==> config.mk <==
export PLATFORM = sky130hd
export DESIGN_NAME = fft_result_serializer
export DESIGN_NICKNAME = d
export VERILOG_FILES = /design/src/rtl/fft_io_pkg.sv /design/src/rtl/fft_result_serializer.sv
export SDC_FILE = /design/constraint.sdc
export NUM_CORES = 1
export LEC_CHECK = 0
export ABC_CLOCK_PERIOD_IN_PS = 1400
export BUFFER_PORTS_ARGS = -buffer_cell sky130_fd_sc_hd__buf_2
export CAP_MARGIN = 20
export CORE_ASPECT_RATIO = 2
export CORE_MARGIN = 2
export CORE_UTILIZATION = 36
export DETAILED_ROUTE_END_ITERATION = 16
export PLACE_DENSITY = 0.57
export REMOVE_ABC_BUFFERS = 1
export SLEW_MARGIN = 5
export SYNTH_ARGS = -nofsm -noshare
export SYNTH_HDL_FRONTEND = slang
export SYNTH_SLANG_ARGS = --single-unit
==> constraint.sdc <==
create_clock -name clk -period 1.4 [get_ports clk]
set_clock_uncertainty 0.15 [all_clocks]
set_input_delay 0.28 -clock clk [delete_from_list [all_inputs] [get_ports clk]]
set_output_delay 0.28 -clock clk [all_outputs]
set_load 0.01 [all_outputs]
==> src/rtl/fft_io_pkg.sv <==
//==============================================================================
// Module  : fft_io_pkg
// Brief   : Shared byte-width constant and serializer state encoding.
// Revision: 1.0 - initial release
//==============================================================================
`default_nettype none

package fft_io_pkg;

    localparam int BYTE_W = 8;

    // CSUM is only reachable when the checksum byte is built in.
    typedef enum logic [1:0] {
        IDLE  = 2'd0,
        SHIFT = 2'd1,
        CSUM  = 2'd2
    } ser_state_t;

endpackage

`default_nettype wire

==> src/rtl/fft_result_serializer.sv <==
//==============================================================================
// Module  : fft_result_serializer
// Brief   : Drains a WORDS-byte result word LSB byte first over a valid/ready
//           byte bus. Macro FFT_SER_CHECKSUM_EN appends an XOR checksum byte.
// Revision: 1.0 - initial release
//==============================================================================
`default_nettype none

module fft_result_serializer
    import fft_io_pkg::*;
#(
    parameter int WORDS = 16
) (
    input  logic                      clk,
    input  logic                      rst,
    input  logic                      load_valid,
    output logic                      load_ready,
    input  logic [BYTE_W*WORDS-1:0]   load_data,
    output logic                      out_valid,
    input  logic                      out_ready,
    output logic [BYTE_W-1:0]         out_data,
    output logic                      out_last,
    output logic                      busy
);

    localparam int CNT_W = $clog2(WORDS + 1);
    localparam logic [CNT_W-1:0] c_last_idx = CNT_W'(WORDS - 1);

    ser_state_t                 r_state;
    ser_state_t                 w_next_state;
    logic [BYTE_W*WORDS-1:0]    r_shift;
    logic [CNT_W-1:0]           r_index;
    logic                       w_load;
    logic                       w_byte_xfer;
    logic                       w_at_last;

    assign w_load      = load_valid && (r_state == IDLE);
    assign w_byte_xfer = out_ready && (r_state == SHIFT);
    assign w_at_last   = (r_index == c_last_idx);

    always_ff @(posedge clk) begin
        if (rst) begin
            r_state <= IDLE;
        end else begin
            r_state <= w_next_state;
        end
    end

    // Shift register empties to zero as bytes leave, so out_data idles at 0.
    always_ff @(posedge clk) begin
        if (rst) begin
            r_shift <= '0;
            r_index <= '0;
        end else if (w_load) begin
            r_shift <= load_data;
            r_index <= '0;
        end else if (w_byte_xfer) begin
            r_shift <= r_shift >> BYTE_W;
            r_index <= r_index + CNT_W'(1);
        end
    end

`ifdef FFT_SER_CHECKSUM_EN
    logic [BYTE_W-1:0] r_csum;

    always_ff @(posedge clk) begin
        if (rst || w_load) begin
            r_csum <= '0;
        end else if (w_byte_xfer) begin
            r_csum <= r_csum ^ r_shift[BYTE_W-1:0];
        end
    end
`endif

    always_comb begin
        w_next_state = r_state;
        case (r_state)
            IDLE: begin
                if (load_valid) begin
                    w_next_state = SHIFT;
                end
            end
            SHIFT: begin
                if (out_ready && w_at_last) begin
`ifdef FFT_SER_CHECKSUM_EN
                    w_next_state = CSUM;
`else
                    w_next_state = IDLE;
`endif
                end
            end
            CSUM: begin
`ifdef FFT_SER_CHECKSUM_EN
                if (out_ready) begin
                    w_next_state = IDLE;
                end
`else
                w_next_state = IDLE;
`endif
            end
            default: w_next_state = IDLE;
        endcase
    end

    always_comb begin
        load_ready = 1'b0;
        busy       = 1'b1;
        out_valid  = 1'b0;
        out_last   = 1'b0;
        out_data   = r_shift[BYTE_W-1:0];
        case (r_state)
            IDLE: begin
                load_ready = 1'b1;
                busy       = 1'b0;
            end
            SHIFT: begin
                out_valid = 1'b1;
`ifdef FFT_SER_CHECKSUM_EN
                out_last  = 1'b0;
`else
                out_last  = w_at_last;
`endif
            end
            CSUM: begin
`ifdef FFT_SER_CHECKSUM_EN
                out_valid = 1'b1;
                out_last  = 1'b1;
                out_data  = r_csum;
`endif
            end
            default: begin
                busy = 1'b0;
            end
        endcase
    end

endmodule

`default_nettype wire
==> results of run 1 <==
## cells in the final DEF (no fill, tap or decap), types with 4 or more instances in the layout
| cell | count |
|---|---|
| buf_4 | 22 |
| bufinv_16 | 4 |
| dfxtp_1 | 129 |
| a311oi_2 | 96 |
| nor2_1 | 66 |
| nor2_4 | 12 |
| a21oi_1 | 7 |
| buf_8 | 21 |
| a311oi_1 | 7 |
| buf_16 | 27 |
| nand2_4 | 94 |
| nand2_2 | 56 |
| nand2_1 | 76 |
| a21oi_2 | 11 |
| buf_2 | 138 |
| buf_12 | 52 |
| buf_6 | 36 |
| clkbuf_16 | 25 |
| a22oi_2 | 24 |
| nor2_2 | 38 |
| clkinv_4 | 5 |
| dlygate4sd3_1 | 33 |
## area by class of cell
type	instances	area [µm²]	area share, %
antenna	1	2.50	0.0208
multi-input combinational	507	4540	37.8
sequential	134	2690	22.4
inverter	2	7.51	0.0625
timing repair buffer	337	3890	32.4
clock buffer	21	460	3.83
tap	201	251	2.09
clock inverter	11	174	1.45
## metrics by stage
stage / std cells / power [mW] / hold WS, ns
floorplan: 642 / 4.90 / 0.198
global placement: 1025 / 5.58 / 0.291
detailed placement: 1026 / 5.60 / 0.295
CTS: 1209 / 11.8 / 0.000855
global route: 1214 / 12.6 / 0.00669
finish: 1214 / 12.3 / 0.00498
## worst register-to-register path, delay by kind of cell (launching register included)
family                 cells  cell delay [ns]
AOI/OAI and AO/OA          1             0.30
buffers and inverters      5             0.65
DFF                        1             0.34
and+or+nand+nor            2             0.26
## registers in the layout, indices dropped and copies added, names as in the netlist
signal / cells
r_state: 1
r_index: 5
r_shift: 128
## repair_timing
item / 4_1_cts / 5_1_grt
buffers inserted: 71 / 31
endpoints found under the hold margin: 33 / 0
pin swaps: 158 / 178
gates cloned: 49 / 10
setup endpoints to repair: 133 / 140
hold buffers: 33 / 0
gates resized for setup: 332 / 291
## synth_stat cells, drive strengths merged
cell type / n
nand3: 2
a211oi: 2
ha: 2
clkbuf: 29
buf: 48
inv: 2
nor2: 116
a21oi: 18
nand2b: 2
nor2b: 1
dfxtp: 134
a311oi: 104
and2: 2
a22oi: 24
mux2i: 1
nand2: 227
xor2: 1
and3: 1
xnor2: 1
o21ai: 1
or3: 1
## metal layers
layer  up-vias  share of wire [%]  track usage [%]
li1       3092                  -                -
met1      3397                 36             32.0
met2       393                 52             50.9
met3       149                5.7             5.45
met4         0                7.1             17.5
met5         -                  0                0
## logic make-up (layout without fill, tap and decap cells)
logic type / after synthesis / in the layout / synth area share, %
other cells: 0 / 1 / 0
mux: 1 / 1 / 0.175
simple gates: 352 / 353 / 23.6
buf+inv: 79 / 371 / 7.37
fa+ha+maj: 2 / 2 / 0.436
compound gates: 149 / 149 / 21.4
xor+xnor: 2 / 2 / 0.305
flops: 134 / 134 / 46.8
## worst min-delay path by stage
stage	start	end	slack, ns	depth (start not counted)
finish	load_data[77]	r_shift[77]$_SDFFE_PP0P_	0.005	3
global route	load_data[40]	r_shift[40]$_SDFFE_PP0P_	0.007	3
CTS	load_data[0]	r_shift[0]$_SDFFE_PP0P_	0.0009	3
global placement	r_shift[7]$_SDFFE_PP0P_	r_shift[7]$_SDFFE_PP0P_	0.29	2
detailed placement	r_shift[0]$_SDFFE_PP0P_	r_shift[0]$_SDFFE_PP0P_	0.30	2
floorplan	rst	r_shift[100]$_SDFFE_PP0P_	0.20	1
## power by group
group          total [mW]  switching (mW)  internal, mW
sequential           4.44           0.330          4.11
clock                4.89            1.80          3.09
combinational        2.97            1.38          1.59
total                12.3            3.51          8.79
==> reports/metrics.cfg, run 1 <==
[power]
power.leakage_nw=5.26
vdd_drop_max_mv=0.875
p_per_area_mw_per_mm2=1020

[yosys]
syn_area_mm2=0.00574
synth_cell_type_count=26
synth_top_area_cell=dfxtp_1
synth-seq-cells=134
avgSynthCellArea_um2=7.98
ys_seq_area_share_pct=46.8
netlist_instances=719
yosys_warnings=0
yosysTopAreaCellShare_pct=46.8
synth.area.top_cells=dfxtp_1, a311oi_1, nand2_1

[sta]
slew_headroom_pct=78.1
finalMaxSlewViolations=0
rsz0062_at_grt=true
setup_viol=137
hold_viol=0
setup_ws_ns=-0.519
finalCritPeriodShare_pct=137
tightest_slew_ns=0.328
fin_setup_tns_ns=-33.50
min_period_ns=1.92
fmax_mhz=521

[final_layout]
final_area_mm2=0.0120
fill_cells=885
utilization_pct=76.6
layout-drive-gt1-share_pct=68.0
syn_to_final_growth_pct=110
num-nets-final=1133

[placement]
place_congestion=0.758
dp_hpwl_mm=10.4
placed_cell_area_mm2=0.00687
preCtsSetupSlack_ns=-0.241
io_buffers=143

[critical_path]
slowest_stage=dfxtp_4
crit_chain=ha_4 -> and3_4 -> ha_4 -> and2_4 -> buf_6
cp_max_fo=2
crit_buf_inv=1
slowest_delay_ns=0.35
required_ns=0.97
cp.arrival_ns=1.49
path_depth=5
start_kind=flip-flop
r2r-end=r_shift[27]$_SDFFE_PP0P_
cp_common_cell=ha_4
crit_family=flip-flops
crit_path_start=r_index[0]$_SDFFE_PP0P_
rrSetupSlack_ns=-0.41
timing_worst_setup_path_type=reg2out
crit_end=out_last
end_kind=output pin
r2r-start=r_state[0]$_SDFFE_PP0P_
reg2reg_depth=8

[cts]
cts.path.max_buffers=2
cts_htree_levels=4
clk_pin_slew_ns=0.06
cts_sinks=134
cts_tree=yes
clk_latency_ns=0.42
root_buffer=clkbuf_16
cts_buffers=17

[global_routing]
grt_overflow_total=0
grt_pass1_vias=7122
grt_first_pass_wirelength_mm=38.1
grt_max_degree=45
grtUsageTotal_pct=29.2
antenna_found_initial=1

[die]
core.rowCount=65
core-area_mm2=0.0157
start_util_pct=36.5
ios=144
die_h_um=183
die_area_mm2=0.0170
die_w_um=93.3

[outcome]
outcome=complete, but fails checks
violations=setup timing

[detailed_routing]
wl_per_cell_um=23.2
ant_nets=0
drt_first_pass_iters=6
via_per_inst=5.79
drc=0
vias=7031
wirelength_mm=28.1
drt_iter0_markers=359

[flow_run]
drv_cap=0

[min_path]
hold_class=in2reg

Note: power is estimated with default switching activity, not from simulation.
==> inputs of run 2 (changes only) <==
CORE_MARGIN = 3   (was 2)
CORE_UTILIZATION = 48   (was 36)
PLACE_DENSITY = 0.73   (was 0.57)
==> reports/metrics.cfg, run 2 (synthesis gave the netlist of run 1 again) <==
[outcome]
outcome=complete, but fails checks
violations=hold timing, setup timing

[final_layout]
layout_commonest_cell=buf_2
layout-drive-gt1-share_pct=60.6
largest_reg_flops=128
utilization_pct=90.5
multi_input_area_mm2=0.00437
num-nets-final=1060
fill_cells=402
final_area_mm2=0.0104
register_area_mm2=0.00269
layout_common_cells=buf_2, dfxtp_1, nor2_1
largest-register=r_shift
reg_top3=r_shift x128, r_index x5, r_state x1
syn_to_final_growth_pct=81.4

[critical_path]
cp.arrival_ns=1.51
start_kind=flip-flop
crit_chain=ha_4 -> and3_4 -> ha_4 -> and2_4 -> buf_6
cp_common_cell=ha_4
required_ns=0.97
slowest_stage=dfxtp_4
cp_max_fo=2
rrSetupSlack_ns=-0.32
slowest_delay_ns=0.35
timing_worst_setup_path_type=reg2out
end_kind=output pin

[placement]
io_buffers=143
placed_cell_area_mm2=0.00668
place_congestion=0.813
dp_hpwl_mm=10.3
preCtsSetupSlack_ns=-0.198

[sta]
finalCritPeriodShare_pct=139
tightest_slew_ns=0.374
hold_viol=1
slew_headroom_pct=75.1
setup_viol=138
rsz0062_at_grt=true
setup_ws_ns=-0.543
finalMaxSlewViolations=0
fin_hold_ws_ns=-0.00667
min_period_ns=1.94
fmax_mhz=515

[global_routing]
antenna_found_initial=1
grt_first_pass_wirelength_mm=32.5
grt_max_degree=38
grt_overflow_total=0
grtUsageTotal_pct=30.2
grt_pass1_vias=6634

[cts]
cts_buffers=17
clk_pin_slew_ns=0.06
root_buffer=clkbuf_16
cts_htree_levels=4
cts.path.max_buffers=2
clk_latency_ns=0.42
cts_tree=yes
cts_sinks=134

[detailed_routing]
wl_per_cell_um=25.8
drt_first_pass_iters=7
vias=7080
drt_iter0_markers=619
via_per_inst=6.55
wirelength_mm=27.9
drc=0
ant_nets=0

[die]
core.rowCount=55
core-area_mm2=0.0115
die_area_mm2=0.0134
die_h_um=161
die_w_um=83.3
ios=144
start_util_pct=49.9

[power]
vdd_drop_max_mv=1.38
p_per_area_mw_per_mm2=1060
power_mw=11.1
power.leakage_nw=4.37

[min_path]
hold_class=in2reg

[flow_run]
drv_cap=0

run 2: final cells by class:
cell class	count	share of cell area (%)
multi-input cells	510	42.0
flip-flops and latches	134	25.9
repair buffers	261	25.2
clock buffers	23	4.59
well taps	142	1.71
clock inverters	8	0.493
inverters	2	0.0722
diodes	1	0.0241
run 2: per-stage QoR:
stage	hold WS [ns]	TNS (ns)	instances
global route	-0.00610	-26.38	1081
finish	-0.00667	-21.99	1081
floorplan	0.198	-255.03	642
detailed placement	0.300	-8.59	963
global placement	0.288	-4.43	963
CTS	0.000730	-10.93	1059
run 2: critical path, delay by kind of cell, from the launching register on:
| family | cells | cell delay [ns] |
|---|---|---|
| DFF | 1 | 0.35 |
| adders and majority gates | 2 | 0.32 |
| buffers and inverters | 1 | 0.11 |
| and+or+nand+nor | 2 | 0.31 |
run 2: final timing paths:
| path | to | cells past startpoint | start |
|---|---|---|---|
| worst max-delay path | out_last | 5 | r_index[1]$_SDFFE_PP0P_ |
| worst min-delay path | r_shift[15]$_SDFFE_PP0P_ | 3 | load_data[15] |
| worst max register to register | r_shift[6]$_SDFFE_PP0P_ | 8 | r_state[0]$_SDFFE_PP0P_ |
| worst min register to register | r_shift[0]$_SDFFE_PP0P_ | 2 | r_shift[0]$_SDFFE_PP0P_ |
run 2: routing by layer:
metal	share of wire, %	track usage (%)	up-vias
met3	7.2	5.18	170
li1	-	-	2939
met5	0	0	-
met2	51	53.5	528
met4	7.3	19.7	0
met1	34	32.6	3443
run 2: report_power, final:
| group | total (mW) | internal, mW | switching [mW] |
|---|---|---|---|
| logic | 2.47 | 1.23 | 1.25 |
| registers | 4.46 | 4.11 | 0.346 |
| clock network | 4.14 | 2.38 | 1.75 |
| total | 11.1 | 7.72 | 3.34 |
run 2: what timing repair did:
item	in CTS	in global routing
endpoints found under the hold margin	16	0
setup buffers	30	17
pin swaps	108	164
hold buffers	16	0
endpoints found under the setup margin	126	139
gates cloned	23	18
gates resized for setup	173	304
